### src/rtl/program_loader_pkg.sv
// Shared definitions for the program loader: widths, FSM state encoding, ready decode.
// Optional feature macro: LOADER_CHECKSUM_EN (adds the trailing XOR checksum byte).
package program_loader_pkg;

    localparam int unsigned BYTE_W              = 8;
    localparam int unsigned COUNT_W             = 16;
    localparam int unsigned WORD_W              = 32;
    localparam int unsigned IDX_W               = 2;
    localparam int unsigned INSTR_WIDTH_DEFAULT = 28;

    typedef enum logic [2:0] {
        ST_HDR_HI,
        ST_HDR_LO,
        ST_DATA,
        ST_WRITE,
        ST_FINISH,
        ST_DONE,
        ST_ERROR,
        ST_CHECK
    } state_t;

    // States in which the loader takes a byte from the stream.
    function automatic logic byte_ready(input state_t s);
        return (s == ST_HDR_HI) || (s == ST_HDR_LO) || (s == ST_DATA) || (s == ST_CHECK);
    endfunction

endpackage

### src/rtl/program_loader_instr_assembler.sv
// Byte shift register and 0..3 byte counter that builds one 32-bit instruction word.
module instr_assembler
    import program_loader_pkg::*;
(
    input  logic              clk,
    input  logic              rst,
    input  logic              shift_en,
    input  logic [BYTE_W-1:0] data_byte,
    output logic [WORD_W-1:0] word_c,
    output logic              complete_c,
    output logic              first_c
);

    logic [WORD_W-BYTE_W-1:0] shreg;
    logic [IDX_W-1:0]         idx;

    always_ff @(posedge clk) begin
        if (rst) begin
            shreg <= '0;
            idx   <= '0;
        end else if (shift_en) begin
            shreg <= {shreg[WORD_W-2*BYTE_W-1:0], data_byte};
            idx   <= idx + IDX_W'(1);
        end
    end

    // Word including the byte on the input, so the top can latch it on the final byte.
    assign word_c     = {shreg, data_byte};
    assign complete_c = (idx == IDX_W'(3));
    assign first_c    = (idx == IDX_W'(0));

endmodule

### src/rtl/program_loader.sv
// Streams a length-prefixed program into instruction RAM, holding the CPU in reset until done.
// Optional feature macro: LOADER_CHECKSUM_EN (trailing XOR checksum byte checked in CHECK).
module program_loader
    import program_loader_pkg::*;
#(
    parameter int unsigned ADDR_WIDTH  = 16,
    parameter int unsigned INSTR_WIDTH = INSTR_WIDTH_DEFAULT
) (
    input  logic                   Clock,
    input  logic                   Reset,
    input  logic [BYTE_W-1:0]      iByte,
    input  logic                   iByteValid,
    output logic                   oByteReady,
    output logic                   oWriteEnable,
    output logic [ADDR_WIDTH-1:0]  oWriteAddress,
    output logic [INSTR_WIDTH-1:0] oWriteData,
    output logic                   oCpuReset,
    output logic                   oDone,
    output logic                   oError
);

    state_t              state, state_n;
    logic [BYTE_W-1:0]   hdr_hi;
    logic [COUNT_W-1:0]  remaining;
    logic                accept_c, bad_nibble_c, shift_c;
    logic [WORD_W-1:0]   word_c;
    logic                complete_c, first_c;
    logic                ready_n, write_n, done_n, error_n, cpu_reset_n;
`ifdef LOADER_CHECKSUM_EN
    logic [BYTE_W-1:0]   csum;
`endif

    assign accept_c     = iByteValid && oByteReady;
    assign bad_nibble_c = first_c && (iByte[7:4] != 4'd0);
    assign shift_c      = accept_c && (state == ST_DATA) && !bad_nibble_c;

    instr_assembler u_asm (
        .clk        (Clock),
        .rst        (Reset),
        .shift_en   (shift_c),
        .data_byte  (iByte),
        .word_c     (word_c),
        .complete_c (complete_c),
        .first_c    (first_c)
    );

    // Next-state and Moore output decode.
    always_comb begin
        state_n = state;
        case (state)
            ST_HDR_HI: if (accept_c) state_n = ST_HDR_LO;
            ST_HDR_LO: begin
                if (accept_c) state_n = ({hdr_hi, iByte} == COUNT_W'(0)) ? ST_FINISH : ST_DATA;
            end
            ST_DATA: begin
                if (accept_c) begin
                    if (bad_nibble_c)    state_n = ST_ERROR;
                    else if (complete_c) state_n = ST_WRITE;
                end
            end
            ST_WRITE:  state_n = (remaining == COUNT_W'(1)) ? ST_FINISH : ST_DATA;
`ifdef LOADER_CHECKSUM_EN
            ST_FINISH: state_n = ST_CHECK;
            ST_CHECK:  if (accept_c) state_n = (iByte == csum) ? ST_DONE : ST_ERROR;
`else
            ST_FINISH: state_n = ST_DONE;
`endif
            ST_DONE:   state_n = ST_DONE;
            ST_ERROR:  state_n = ST_ERROR;
            default:   state_n = ST_ERROR;
        endcase
        ready_n     = byte_ready(state_n);
        write_n     = (state_n == ST_WRITE);
        done_n      = (state_n == ST_DONE);
        error_n     = (state_n == ST_ERROR);
        cpu_reset_n = (state_n != ST_DONE);
    end

    always_ff @(posedge Clock) begin
        if (Reset) begin
            state        <= ST_HDR_HI;
            oByteReady   <= 1'b1;
            oWriteEnable <= 1'b0;
            oCpuReset    <= 1'b1;
            oDone        <= 1'b0;
            oError       <= 1'b0;
        end else begin
            state        <= state_n;
            oByteReady   <= ready_n;
            oWriteEnable <= write_n;
            oCpuReset    <= cpu_reset_n;
            oDone        <= done_n;
            oError       <= error_n;
        end
    end

    // Header capture, remaining-word count, address and assembled data.
    always_ff @(posedge Clock) begin
        if (Reset) begin
            hdr_hi        <= '0;
            remaining     <= '0;
            oWriteAddress <= '0;
            oWriteData    <= '0;
        end else begin
            if (accept_c && (state == ST_HDR_HI)) hdr_hi <= iByte;
            if (accept_c && (state == ST_HDR_LO)) remaining <= {hdr_hi, iByte};
            if (state == ST_WRITE) begin
                remaining     <= remaining - COUNT_W'(1);
                oWriteAddress <= oWriteAddress + ADDR_WIDTH'(1);
            end
            if (shift_c && complete_c) oWriteData <= INSTR_WIDTH'(word_c);
        end
    end

`ifdef LOADER_CHECKSUM_EN
    // Running XOR of every accepted byte, header included.
    always_ff @(posedge Clock) begin
        if (Reset)         csum <= '0;
        else if (accept_c) csum <= csum ^ iByte;
    end
`endif

endmodule

### config.mk
export PLATFORM = sky130hd
export DESIGN_NAME = program_loader
export DESIGN_NICKNAME = d
export VERILOG_FILES = /design/src/rtl/program_loader_pkg.sv /design/src/rtl/program_loader_instr_assembler.sv /design/src/rtl/program_loader.sv
export SDC_FILE = /design/constraint.sdc
export NUM_CORES = 1
export LEC_CHECK = 0
export CAP_MARGIN = 20
export CORE_AREA = 2 2 85 128
export CTS_CLUSTER_SIZE = 10
export DETAILED_ROUTE_END_ITERATION = 10
export DIE_AREA = 0 0 87 130
export GPL_ROUTABILITY_DRIVEN = 0
export PLACE_DENSITY = 0.68
export SLEW_MARGIN = 20
export SYNTH_ARGS = -nofsm -noshare
export SYNTH_HDL_FRONTEND = slang
export SYNTH_SLANG_ARGS = --single-unit
### constraint.sdc
create_clock -name Clock -period 2.3 [get_ports Clock]
set_input_delay 0.46 -clock Clock [delete_from_list [all_inputs] [get_ports Clock]]
set_output_delay 0.46 -clock Clock [all_outputs]
set_load 0.01 [all_outputs]
[Word-level counts from Yosys, hierarchy flattened]
Cells that the tools add are included.
Word-level totals
  bits in registers: 98
  bits of input ports: 11
  output and inout bits: 49
  logic and storage cells: 57
Cells by class
  $add $sub $neg: 3
  eq/ne operators: 14
  muxes and demuxes: 10
  reduce and logical (&&, ||, !) cells: 18
Operators by type and width (number)
  $mux W16: 2
  $mux W3: 7
  $add A16 B1 Y16 const B: 1
  $eq A16 B1 Y1 const B: 1
  $logic_not A16 Y1: 1
  $sub A16 B1 Y16 const B: 1
  $eq A3 B3 Y1 const B: 5
  $pmux W3 S5: 1
  $eq A3 B2 Y1 const B: 4
  $logic_and A1 B1 Y1: 7
  $eq A3 B1 Y1 const B: 2
  $logic_not A3 Y1: 2
  $reduce_bool A4 Y1: 1
  $logic_or A1 B1 Y1: 3
  $ne A3 B3 Y1 const B: 1
  $add A2 B1 Y2 const B: 1
  $eq A2 B2 Y1 const B: 1
  $logic_not A2 Y1: 1
  $reduce_bool A2 Y1: 1
  $reduce_or A2 Y1: 1
  $logic_not A1 Y1: 1

[Longest topological paths before layout]
  word-level depth: 9
  gate-level depth with buffers: 9
  depth with buffers taken out: 7

[By module]
Synthesis repeated with hierarchy kept, for this count alone.
Second synthesis, totals
  cells, all modules: 446
  area total of the unflattened synthesis: 4300.4 um2
By module, submodules not included
  program_loader: instances 1, cells each 350, area an instance 3263.1 um2, seq. area each 1521.5 um2
  instr_assembler: instances 1, cells each 96, area an instance 1037.2 um2, seq. area each 520.5 um2

[Worst setup path after synthesis]
No wires, ideal clock.
  kind: input-to-reg
  from: input port iByte[4]
  to: register oWriteData[10]
  setup time: 0.132 ns
  arrival: 1.878 ns
  data required time: 2.168 ns
  slack: 0.289 ns
  stages on the path: 7
  path buffers: 2
  cell sequence: o41a_1 > nor4_2 > nand2_1 > clkbuf_1 > clkbuf_1 > nand2_1 > a21oi_1
Between the ends
  cells in the longest elaborated chain, start to end: 5
Ends and longest elaborated chain
  start, declared: line program_loader.sv:11  | input logic [BYTE_W-1:0] iByte,
  $reduce_bool A4 Y1: line program_loader.sv:34  | assign bad_nibble_c = first_c && (iByte[7:4] != 4'd0);
  $logic_and A1 B1 Y1: line program_loader.sv:34
  $logic_not A1 Y1: line program_loader.sv:35  | assign shift_c = accept_c && (state == ST_DATA) && !bad_nibble_c;
  $logic_and A1 B1 Y1: line program_loader.sv:35
  $logic_and A1 B1 Y1: line program_loader.sv:111  | if (shift_c && complete_c) oWriteData <= INSTR_WIDTH'(word_c);
  end signal, assigned: line program_loader.sv:111
  end, declared: line program_loader.sv:16  | output logic [INSTR_WIDTH-1:0] oWriteData,
No other way between the ends.
A chain may end at the register's enable or synchronous reset.

[Worst setup path after layout]
  from: input port iByte[4]
  to: register oWriteData[5]
Same word-level chain as after synthesis.

==> impl_metrics.tcl <==
set metrics [dict create \
    status "finished, final reports clean" \
    hp-start "oWriteData[14]" \
    slowest_delay_ns 0.52 \
    cts_tree "yes" \
    vias 3666 \
    tightest_slew_ns 0.5160 \
    synthToLayoutAreaGrowth_pct 30.62 \
    async_reset_ff_share_pct 0 \
    ant_nets 0 \
    n_antenna_cell 0 \
    std_cell_rows 46 \
    drc 0 \
    p_sw_mw 0.8936 \
    htree_levels 3 \
    finalSetupTns_ns 0 \
    grt_max_degree 48 \
    power_frac_seq_pct 47.8 \
    min_delay_path_depth 2 \
    fmax_mhz 465.6 \
    nNetsFinal 581 \
    setup_viol 0 \
    syn_avg_cell_area_sq_um 8.039 \
    synth_flop_cell "dfxtp_1" \
    powerDensity_mw_per_mm2 718.5 \
    io_pins 60 \
    clock_skew_ns 0.008492 \
    max-vdd-ir-drop_v 0.0004044 \
    power.internal_mw 2.834 \
    syn_inst 494 \
    crit_slowest_cell "or4_1" \
    fin_crit_ns 2.148 \
    power_frac_comb_pct 9.4 \
    clk_latency_ns 0.35 \
    die_y_microns 130 \
    ctsHoldBuffers 0 \
    cts_made_buffers 9 \
    path_cells "clkdlybuf4s50_1, o41a_1, or4_1, nor2_8, buf_4, nand2_1, a21oi_1" \
    synth_mux_area_share_pct 0 \
    grt_pass1_wl_mm 16.03 \
    viasPerCell 5.313 \
    ys_top_cells_by_area "dfxtp_1, nand2_1, a21oi_1" \
    die_w_microns 87 \
    cp.required_ns 2.57 \
    r2r_slack_ns 0.21 \
    nFillCells 971 \
    clk_pin_slew_worst_paths_ns 0.06 \
    placedInstanceArea_sq_mm 0.004865 \
    dp_hpwl_mm 7.300 \
    synth_edf_count 0 \
    io_buffers 59 \
    root_buffer "clkbuf_16" \
    path_class "in2reg" \
    ys_seq_area_share_pct 49.40 \
    cts_resized 0 \
    hold_viol 0 \
    p_clk_share_pct 42.8 \
    netlist_area_sq_mm 0.003971 \
    worst_hold_path_type "reg2reg" \
    switching_share_pct 23.98 \
    wl_mm 10.05 \
    r2r-end "remaining[10]" \
    synth_top_family_by_area "simple AND/OR/NAND/NOR gates" \
    gr-usage-all-layers_pct 18.33 \
    grt_pass1_vias 3352 \
    synth_compound_area_share_pct 15.00 \
    reg2reg_from "remaining[0]" \
    synth_cell_types 43 \
    drive_above_1_share_pct 9.123 \
    power.leakage_nw 1.861 \
    grt-ovfl-total 0 \
    max_cap_viol_count 0 \
    ys_warn_count 0 \
    finalPower_mw 3.727 \
    synth_seq_cells 98 \
    synth.net_count 510 \
    synthXorXnorAreaFrac_pct 3.529 \
    cts.sinks 98 \
    drtPass1Iterations 6 \
    synth_top_area_share_pct 49.40 \
    wl_per_cell_microns 14.57 \
    slew_headroom_pct 65.28 \
    synth_top_area_cell "dfxtp_1" \
    startpoint "iByte[4]" \
    fin_area_sq_mm 0.005187 \
    drtIter0Drc 193 \
    critPathCaptureType "flip-flop" \
    clock_path_buffers 2 \
    die_area_sq_mm 0.01131 \
    synth-simple-area-share_pct 26.59 \
    ff2ff_path_depth 7 \
    post-place-ws_ns -0.1807 \
    cp_max_fo 8 \
    setup_slack_ns 0.1524 \
    grt_antenna_before_repair 0 \
    fin_crit_sh_pct 93.37 \
    worstPathArrival_ns 2.42 \
    start_util_pct 38.55 \
    finalMaxSlewViolations 0 \
    core_sq_mm 0.01030 \
    synthAdderAreaFrac_pct 1.575 \
    cp-start-kind "input port" \
    post_cts_buffers 0 \
    min_to "oWriteData[14]" \
    rsz0062_at_grt "false" \
]
[critical path, delay by kind of cell]
family                 cells  cell delay, ns
and+or+nand+nor            3            0.73
AOI/OAI and AO/OA          2            0.59
buffers and inverters      2            0.63
[stage by stage]
| step | utilization [%] | hold slack, ns | cells |
|---|---|---|---|
| floorplan | - | 0.4321 | 494 |
| global placement | 47.22 | 0.4404 | 674 |
| detailed placement | 47.22 | 0.4471 | 674 |
| CTS | 50.30 | 0.4560 | 690 |
| global route | 50.35 | 0.4748 | 690 |
| finish | 50.35 | 0.4525 | 690 |
[kinds of logic after synthesis]
| group | Yosys count |
|---|---|
| xor gates and xnor gates | 16 |
| DFF | 98 |
| and+or+nand+nor | 230 |
| buffers and inverters | 39 |
| adders and majority gates | 5 |
| AOI/OAI and AO/OA | 106 |
[worst max path at each step]
stage          cells after the start  slack [ns]             end
2_1_floorplan                      7        0.29  oWriteData[10]
3_3_place_gp                       7       -0.14   oWriteData[7]
3_5_place_dp                       7       -0.18   oWriteData[5]
4_1_cts                            7        0.15   remaining[14]
5_1_grt                            7        0.03  oWriteData[13]
6_report                           7        0.15   oWriteData[5]
[metal layers]
metal	GRT usage, %	up-vias	part of all wire (%)
li1	-	1825	-
met1	19.30	1702	39
met2	32.91	114	53
met3	4.175	25	4.4
met4	10.48	0	3.9
met5	0	-	0
[power groups by stage]
stage | Sequential (mW) | Combinational [mW] | Clock (mW)
3_5_place_dp | 1.82 | 0.343 | 0
4_1_cts | 1.78 | 0.348 | 1.63
3_3_place_gp | 1.81 | 0.336 | 0
6_report | 1.78 | 0.351 | 1.60
2_1_floorplan | 1.80 | 0.208 | 0
5_1_grt | 1.78 | 0.384 | 1.69
[state kept, by name (all words and copies together) (netlist names)]
register       flops
oWriteEnable       1
remaining         16
oByteReady         1
hdr_hi             8
oCpuReset          1
oError             1
oDone              1
u_asm.idx          2
state              3
oWriteData        28
oWriteAddress     16
u_asm.shreg       20
[placed cells by master (no fill, tap or decap), types with 3 or more instances in the layout]
cell type	Yosys	routed
clkdlybuf4s50_1	0	58
nor3b_1	4	4
a222oi_1	3	3
buf_4	2	28
nand2b_1	3	3
or3_1	3	3
nand2_1	125	125
nor3_1	8	7
a31oi_1	3	3
a22oi_1	4	4
and3_1	7	7
o21ai_0	10	10
clkinv_2	0	3
dfxtp_1	98	98
xnor2_1	3	3
inv_1	9	9
clkbuf_16	0	9
nand3_1	16	16
xor2_1	13	13
nor2_1	35	35
buf_12	0	3
ha_1	5	5
nand4_1	5	5
nor4_1	9	9
a21oi_1	74	74
[cell usage after synthesis, types with 2 or more instances]
cell      instances
nand2_1         125
dfxtp_1          98
a21oi_1          74
nor2_1           35
clkbuf_1         27
nand3_1          16
xor2_1           13
o21ai_0          10
inv_1             9
nor4_1            9
nor3_1            8
and3_1            7
ha_1              5
nand4_1           5
a22oi_1           4
nor3b_1           4
a222oi_1          3
a31oi_1           3
nand2b_1          3
or3_1             3
xnor2_1           3
and2_1            2
and3b_1           2
and4_1            2
buf_4             2
nand3b_1          2
o211ai_1          2
o21a_1            2
or4_1             2
[layout make-up]
class | count | area (sq um) | area share, %
Multi-Input combinational cell | 357 | 1868 | 36.01
Timing Repair Buffer | 90 | 855.8 | 16.50
Clock buffer | 9 | 225.2 | 4.342
Clock inverter | 7 | 92.59 | 1.785
Inverter | 9 | 33.78 | 0.6512
Tap cell | 120 | 150.1 | 2.894
Sequential cell | 98 | 1962 | 37.82
Power figures use the tool's default switching activity.
